[config.mk]
export PLATFORM = sky130hd
export DESIGN_NAME = cp0_unit
export DESIGN_NICKNAME = d
export VERILOG_FILES = /design/src/rtl/cp0_unit.sv
export SDC_FILE = /design/constraint.sdc
export NUM_CORES = 1
export LEC_CHECK = 0
export BUFFER_PORTS_ARGS = -buffer_cell sky130_fd_sc_hd__buf_4
export CAP_MARGIN = 20
export CORE_ASPECT_RATIO = 1.2
export CORE_MARGIN = 1.5
export CORE_UTILIZATION = 48
export CTS_BUF_LIST = sky130_fd_sc_hd__clkbuf_16
export CTS_CLUSTER_SIZE = 16
export DETAILED_ROUTE_END_ITERATION = 8
export HOLD_SLACK_MARGIN = 0.02
export PLACE_DENSITY = 0.77
export SKIP_CTS_REPAIR_TIMING = 1
export SLEW_MARGIN = 20
export SYNTH_ARGS = -nofsm -noshare
export SYNTH_HDL_FRONTEND = slang
export SYNTH_SLANG_ARGS = --single-unit
[constraint.sdc]
create_clock -name clk -period 2 [get_ports clk]
set_input_delay 0.2 -clock clk [delete_from_list [all_inputs] [get_ports clk]]
set_output_delay 0.2 -clock clk [all_outputs]
set_load 0.005 [all_outputs]
[src/rtl/cp0_unit.sv]
// MIPS-style coprocessor-0 register file: exception state, EPC/BadVAddr capture,
// Count/Compare timer and registered interrupt request generation.
module cp0_unit #(
   parameter int unsigned EXT_INT_W = 6,
   parameter int unsigned COUNT_DIV = 2,
   parameter bit          BEV_RESET = 1'b1
) (
   input  logic                 clk,
   input  logic                 reset,
   input  logic                 wb_ex,
   input  logic                 wb_bd,
   input  logic                 ws_eret,
   input  logic [4:0]           wb_excode,
   input  logic [31:0]          wb_pc,
   input  logic [31:0]          wb_badvaddr,
   input  logic [EXT_INT_W-1:0] ext_int_in,
   input  logic                 we_i,
   input  logic [7:0]           addr_i,
   input  logic [31:0]          wdata_i,
   output logic [31:0]          rdata_o,
   output logic                 int_req,
   output logic [31:0]          cp0_status,
   output logic [31:0]          cp0_cause,
   output logic [31:0]          cp0_epc
);

   localparam int unsigned DIV_W = (COUNT_DIV > 1) ? $clog2(COUNT_DIV) : 1;
   localparam logic [DIV_W-1:0] DIV_LAST = DIV_W'(COUNT_DIV - 1);

   localparam logic [7:0] ADDR_BADVADDR = 8'h40;
   localparam logic [7:0] ADDR_COUNT    = 8'h48;
   localparam logic [7:0] ADDR_COMPARE  = 8'h58;
   localparam logic [7:0] ADDR_STATUS   = 8'h60;
   localparam logic [7:0] ADDR_CAUSE    = 8'h68;
   localparam logic [7:0] ADDR_EPC      = 8'h70;

   localparam logic [4:0] EXC_ADEL = 5'h04;
   localparam logic [4:0] EXC_ADES = 5'h05;

   logic [7:0]       im_q;
   logic             exl_q;
   logic             ie_q;
   logic             bd_q;
   logic             ti_q;
   logic [1:0]       ip_sw_q;
   logic [4:0]       ip_hw_q;
   logic             ip7_q;
   logic [4:0]       excode_q;
   logic [31:0]      epc_q;
   logic [31:0]      badvaddr_q;
   logic [31:0]      count_q;
   logic [31:0]      compare_q;
   logic [DIV_W-1:0] div_cnt_q;

   logic             wr_count_c;
   logic             wr_compare_c;
   logic             wr_status_c;
   logic             wr_cause_c;
   logic             wr_epc_c;
   logic             tick_c;
   logic [31:0]      count_inc_c;
   logic             ti_set_c;
   logic [5:0]       ext_pad_c;
   logic [7:0]       ip_c;
   logic             first_ex_c;
   logic [31:0]      status_c;
   logic [31:0]      cause_c;

   assign wr_count_c   = we_i && (addr_i == ADDR_COUNT);
   assign wr_compare_c = we_i && (addr_i == ADDR_COMPARE);
   assign wr_status_c  = we_i && (addr_i == ADDR_STATUS);
   assign wr_cause_c   = we_i && (addr_i == ADDR_CAUSE);
   assign wr_epc_c     = we_i && (addr_i == ADDR_EPC);

   assign tick_c      = (div_cnt_q == DIV_LAST);
   assign count_inc_c = count_q + 32'd1;
   assign ti_set_c    = tick_c && !wr_count_c && (count_inc_c == compare_q);

   // Zero-extension makes absent interrupt lines (and IP[7]'s ext share) read 0
   assign ext_pad_c  = 6'(ext_int_in);
   assign ip_c       = {ip7_q, ip_hw_q, ip_sw_q};
   assign first_ex_c = wb_ex && !exl_q;

   assign status_c = {9'b0, 1'(BEV_RESET), 6'b0, im_q, 6'b0, exl_q, ie_q};
   assign cause_c  = {bd_q, ti_q, 14'b0, ip_c, 1'b0, excode_q, 2'b0};

   assign cp0_status = status_c;
   assign cp0_cause  = cause_c;
   assign cp0_epc    = epc_q;

   // MFC0 read port: reflects current register state, so an MTC0 cycle reads the old value
   always_comb begin
      rdata_o = 32'b0;
      case (addr_i)
         ADDR_BADVADDR: rdata_o = badvaddr_q;
         ADDR_COUNT:    rdata_o = count_q;
         ADDR_COMPARE:  rdata_o = compare_q;
         ADDR_STATUS:   rdata_o = status_c;
         ADDR_CAUSE:    rdata_o = cause_c;
         ADDR_EPC:      rdata_o = epc_q;
         default:       rdata_o = 32'b0;
      endcase
   end

   always_ff @(posedge clk) begin
      if (reset) begin
         im_q       <= 8'b0;
         exl_q      <= 1'b0;
         ie_q       <= 1'b0;
         bd_q       <= 1'b0;
         ti_q       <= 1'b0;
         ip_sw_q    <= 2'b0;
         ip_hw_q    <= 5'b0;
         ip7_q      <= 1'b0;
         excode_q   <= 5'b0;
         epc_q      <= 32'b0;
         badvaddr_q <= 32'b0;
         count_q    <= 32'b0;
         compare_q  <= 32'hFFFF_FFFF;
         div_cnt_q  <= '0;
         int_req    <= 1'b0;
      end else begin
         // Timer: software load restarts the prescaler and suppresses that cycle's tick
         if (wr_count_c) begin
            count_q   <= wdata_i;
            div_cnt_q <= '0;
         end else if (tick_c) begin
            count_q   <= count_inc_c;
            div_cnt_q <= '0;
         end else begin
            div_cnt_q <= div_cnt_q + DIV_W'(1);
         end

         if (wr_compare_c) begin
            compare_q <= wdata_i;
            ti_q      <= 1'b0;
         end else if (ti_set_c) begin
            ti_q <= 1'b1;
         end

         if (wr_status_c) begin
            im_q <= wdata_i[15:8];
            ie_q <= wdata_i[0];
         end

         if (wb_ex)
            exl_q <= 1'b1;
         else if (ws_eret)
            exl_q <= 1'b0;
         else if (wr_status_c)
            exl_q <= wdata_i[1];

         if (wb_ex) begin
            excode_q <= wb_excode;
            if ((wb_excode == EXC_ADEL) || (wb_excode == EXC_ADES))
               badvaddr_q <= wb_badvaddr;
         end

         // Nested exceptions keep the original restart point and slot flag
         if (first_ex_c) begin
            bd_q  <= wb_bd;
            epc_q <= wb_bd ? (wb_pc - 32'd4) : wb_pc;
         end else if (wr_epc_c) begin
            epc_q <= wdata_i;
         end

         if (wr_cause_c)
            ip_sw_q <= wdata_i[9:8];

         ip_hw_q <= ext_pad_c[4:0];
         ip7_q   <= ti_q | ext_pad_c[5];

         int_req <= ie_q & ~exl_q & (|(ip_c & im_q));
      end
   end

endmodule

* Word-level counts from Yosys, hierarchy flattened
Index checks and enable logic that the tools add are counted.
** Word-level totals
- ROM bits :: 0
- Output and inout port bits :: 129
- RAM bits :: 0
- Input bits :: 121
- Register bits after elaboration :: 155
- Latch bits :: 0
- Memories kept :: 0
** Cells by class
- Shift operators :: 0
- $add $sub $neg :: 3
- Div/mod/pow operators :: 0
- $mul :: 0
- Order comparisons :: 0
- Muxes and demuxes :: 9
- Bitwise logic cells :: 5
- Equality and inequality tests :: 9
- Reductions and logical operators :: 18
** Operators by type and width (count)
- 32-bit case mux with 6 select lines :: 1
- 32-bit two-way mux :: 5
- 8-bit by 7-bit == test with 1-bit output (second input constant) :: 6
- 32-bit by 1-bit adder with 32-bit output (second input constant) :: 1
- 32-bit == test :: 1
- 32-bit by 3-bit subtractor with 32-bit output (second input constant) :: 1
- 5-bit by 3-bit == test with 1-bit output (second input constant) :: 2
- 8-bit bitwise AND :: 1
- 1-bit logical AND :: 8
- 8-bit OR reduction :: 1
- 2-bit nonzero test :: 2
- 1-bit two-way mux :: 3
- 3-bit nonzero test :: 1
- 3-bit OR reduction :: 1
- 1-bit bitwise AND :: 2
- 1-bit zero test :: 2
- 2-bit AND reduction :: 1
- 2-bit OR reduction :: 1
- 1-bit adder (second input constant) :: 1
- 1-bit logical OR :: 1
- 1-bit inverter :: 1
- 1-bit bitwise OR :: 1

* Depth between registers and ports, before layout
- Depth in word-level cells :: 5
- Depth in mapped cells :: 9
- Mapped depth without buffers :: 8

* Worst setup path before layout
No wires, ideal clock.
- Kind :: register to register
- Start :: reg count_q[0]
- End :: reg ti_q
- Setup time :: 0.069 ns
- Stages on the path, launching flop included :: 10
- Required time :: 1.931 ns
- Path slack :: -0.184 ns
- Arrival :: 2.115 ns
- Cell sequence :: dfxtp_1 > ha_1 > clkbuf_2 > nand3_2 > nor4_1 > nand2_1 > xor2_1 > a211oi_1 > o211ai_1 > o21ai_1
** Between the ends
- Cells in the longest elaborated chain, start to end :: 3
** Ends and longest elaborated chain
- start: declaration :: line 51 : logic [31:0] count_q;
- start signal: assignment :: line 125 : count_q <= wdata_i;
- start signal: assignment :: line 128 : count_q <= count_inc_c;
- 32-bit by 1-bit adder with 32-bit output :: line 76 : assign count_inc_c = count_q + 32'd1;
- 32-bit == test :: line 77 : assign ti_set_c = tick_c && !wr_count_c && (count_inc_c == compare_q);
- 1-bit logical AND :: line 77
- end signal: assignment :: line 111 : ti_q <= 1'b0;
- end signal: assignment :: line 136 : ti_q <= 1'b0;
- end signal: assignment :: line 138 : ti_q <= 1'b1;
- end: declaration :: line 44 : logic ti_q;
Every way passes these cells.
A chain may end at the register's enable or synchronous reset.

* Worst setup path in the final report
Same ends and word-level chain as after synthesis.

==> results.md <==
- The wire length of the first global-routing pass is 51300 µm.
- The routed layout has 10300 vias.
- The top-level I/O count is 250.
- The total clock sinks is approximately 160.
- CTS placed an instance of clkbuf_16 at the clock tree root.
- The number of port buffers is 210.
- The headroom to the max-slew limit is 54.3%.
- The via count of the first global-routing pass was roughly 9500.
- The peak supply drop is 618 µV.
- The worst hold path begins at wb_badvaddr[3].
- The mean number of vias per cell is 5.91.
- The number of warning messages in the yosys log is 0.
- Before antenna repair, the detailed router went through 6 iterations.
- Across every metal layer, demand over resource in global routing totals approximately a third.
- The count of maximum capacitance violations is 0.
- The weighted congestion at the end of routability-driven global placement is 0.960.
- The final reports fail on negative setup slack.
- The number of violations reported at the end of detailed-routing iteration 0 is 1226.
- The slowest stage of the critical path belongs to the cell dfxtp_2.
- The final layout contains routed wiring with a total length of between 30000 and 40000 µm.
- The slew at the pin with the worst max-slew slack is 0.685 ns.
- The H-tree was split into 4 levels.
- 0 antenna diodes ended up in the layout.
- The maximum fanout count along the critical path is 5.
- The library cell used most frequently in the layout, excluding fill and tap cells, is buf_4.
- TritonCTS built the clock tree.
- The critical path required time is 2.37 ns.
- Setup repair after global routing could not meet its margin everywhere.
- The count of state elements after synthesis is 155.
- The average wire per standard cell is 19.4 µm.
- The residual overflow from global routing is 0.
- Compared with the post-synthesis result, the final layout area differs by 37.8%.
- Averaged over all synthesized cells, the footprint is 7.62 µm².
- The share of synthesized flip-flops with an asynchronous set or reset is 0%.
- The post-CTS clock slew at the launch and capture registers of the worst setup and hold paths is 0.07 ns.
- The arrival time reported for the critical path endpoint is ~2.5 ns.
- The minimum setup slack among reg-to-reg paths is -0.1 ns.
- The proportion of synthesized chip area in sequential cells is 34.1%.
- The leakage dissipation is 5.30 nW.
- The number of standard-cell rows in the floorplan is 55.
- The setup slack after placement is -0.304 ns.
- The die area is 19800 µm².
- The core region is 18700 µm².
- Walking the worst path, the cells encountered are ha_4, nand3_4, buf_6, buf_4, nor2_1, xnor2_1, a21oi_1, nor4_1, nand4_1, o21ai_1.
- The number of endpoints with negative hold slack in the final report is 0.
- The launching instance or port of the critical path is count_q[0].
- The kind of cell with the highest combined delay along the critical path is simple AND/OR/NAND/NOR gates.
- For this run, the leading register cell type out of synthesis is dfxtp_1.
- After routing the design area is 12600 µm².
- The CTS buffer count is 17.
- The cell count after synthesis came out at 1196.
- The number of buffer and inverter stages on the critical path is 2.
- Of the cells placed in the final design, the portion with a size suffix greater than 1 is 29.7%.
- The number of enable flip-flop cells after synthesis is 0.
- The half-perimeter wire length after placement is 25100 µm.
- The count of antenna-violating nets left after detailed routing is 0.
- The type of element capturing the critical path is a register.
- The final critical path takes up 105% of the cycle.
- The number of nets in the final layout is 1597.
- STA classifies the critical path startpoint as a register.
- On the worst path, the slowest cell contributes a delay of 0.38 ns.
- The floorplan die width is 129 µm.
- After layout, the minimum clock period comes to 2.10 ns.
- The minimum setup slack in the final design is -0.0966 ns.
- The flow ran to the end, but the final reports show violations.
- The die is 154 µm tall.
- The final max-slew violation count is 0.
- The initial utilization of the core area, before any placement, comes to 48.7%.
- The distinct cell type count after synthesis is 67.
- The pin count of the biggest net entering global routing is 155.
- The number of antenna violations at the first check in global routing came to 0.
- In this run the critical register-to-register path is launched from count_q[0].
- After synthesis the cells add up to slightly above 9000 µm².
- In the routed design, unresolved DRC markers number 0.
- After detailed placement, the total cell area comes to 11700 µm².
- Dividing total power by cell area gives a power density of ~570 nW/µm².
- In this run the worst hold path is classified as in2reg.
- Counting along the longest clock path gives a buffer depth of 2.
- Clock skew on the completed layout was measured at just over 0.009 ns.
- Setup violations remaining at the end of the flow were counted as 1.
- The worst setup path is of the reg2reg kind.
- In the layout the commonest cells are 338 x buf_4, 278 x nand2_1, 142 x dfxtp_1.
- The achievable clock frequency is 477 MHz.
- The clock insertion delay at the later pin of the skew report is ~0.43 ns.
[worst min-delay path: stages]
cell and delay, ns:
buf_4 0.11, nand2_1 0.05, a21oi_1 0.05
[per-layer routing]
metal  share of wire [%]  track usage [%]  vias up
met3                 9.4             6.05       94
met1                  40             44.0     4870
met5                   0                0        -
met4                 4.0             14.6        0
li1                    -                -     4688
met2                  47             52.3      653
[cell families after synthesis]
kind of cell    share of synthesized area [%]
flops                                    34.1
mux                                     0.989
xor+xnor                                 9.90
buf+inv                                  8.12
simple gates                             29.9
compound gates                           16.7
fa+ha+maj                               0.275
other cells                            0.0824
[through the flow]
stage	power, mW	hold slack (ns)	cells	utilization [%]	setup TNS [ns]
after global routing	7.33	0.0203	1743	67.1	-0.352
after CTS	7.07	-0.0325	1726	65.1	-3.65
final	7.11	0.0153	1743	67.1	-0.0966
after floorplan	3.66	0.316	1233	-	-0.187
after global placement	4.11	0.409	1694	62.3	-8.25
after detailed placement	4.12	0.414	1694	62.3	-9.51
[path summary, 6_finish.rpt]
| check | end | depth (start not counted) |
|---|---|---|
| setup / recovery | ti_q | 10 |
| hold / removal | badvaddr_q[3] | 3 |
| setup reg to reg | ti_q | 10 |
| hold reg to reg | badvaddr_q[28] | 2 |
[synthesized netlist by cell type (3+ instances only)]
cell	count	area [µm²]
a31oi_1	5	31.3
nor2b_1	10	62.6
a211oi_1	32	240
and3_1	4	25.0
nand4_1	21	131
xnor2_1	49	429
nand3b_1	35	263
and4_1	7	61.3
nand2_1	281	1050
mux2i_1	9	90.1
clkbuf_1	80	300
o21ai_0	4	20.0
nor4b_1	3	26.3
a222oi_1	24	240
xor2_1	54	473
or4_1	3	22.5
nand2b_1	6	37.5
nor3_1	17	85.1
buf_2	14	70.1
or3_1	11	68.8
nor4_1	18	113
dfxtp_1	155	3100
nand3_1	36	180
buf_4	44	330
inv_1	5	18.8
a311oi_1	33	289
a22oi_1	33	248
a21oi_1	54	270
nor2_1	98	368
[registers in the layout, summed over array words and instances, names as in the netlist]
| register | flops |
|---|---|
| excode_q | 5 |
| ip_sw_q | 2 |
| im_q | 8 |
| count_q | 32 |
| ip_hw_q | 5 |
| exl_q | 1 |
| ie_q | 1 |
| int_req | 1 |
| bd_q | 1 |
| ti_q | 1 |
| cp0_epc | 32 |
| compare_q | 32 |
| badvaddr_q | 32 |
| ip7_q | 1 |
| div_cnt_q | 1 |
[layout make-up]
cell class | instances | area (µm²)
timing repair buffer | 364 | 2930
inverter | 5 | 18.8
clock inverter | 15 | 111
tap | 256 | 320
fill | 1590 | 6160
multi-input combinational | 931 | 5630
clock buffer | 17 | 425
sequential | 155 | 3120
[power breakdown]
group	total [mW]	switching, mW	internal, mW
Combinational	0.833	0.415	0.419
Sequential	3.26	0.0877	3.17
Clock	3.02	1.34	1.68
Note: power is estimated with default switching activity, not from simulation.
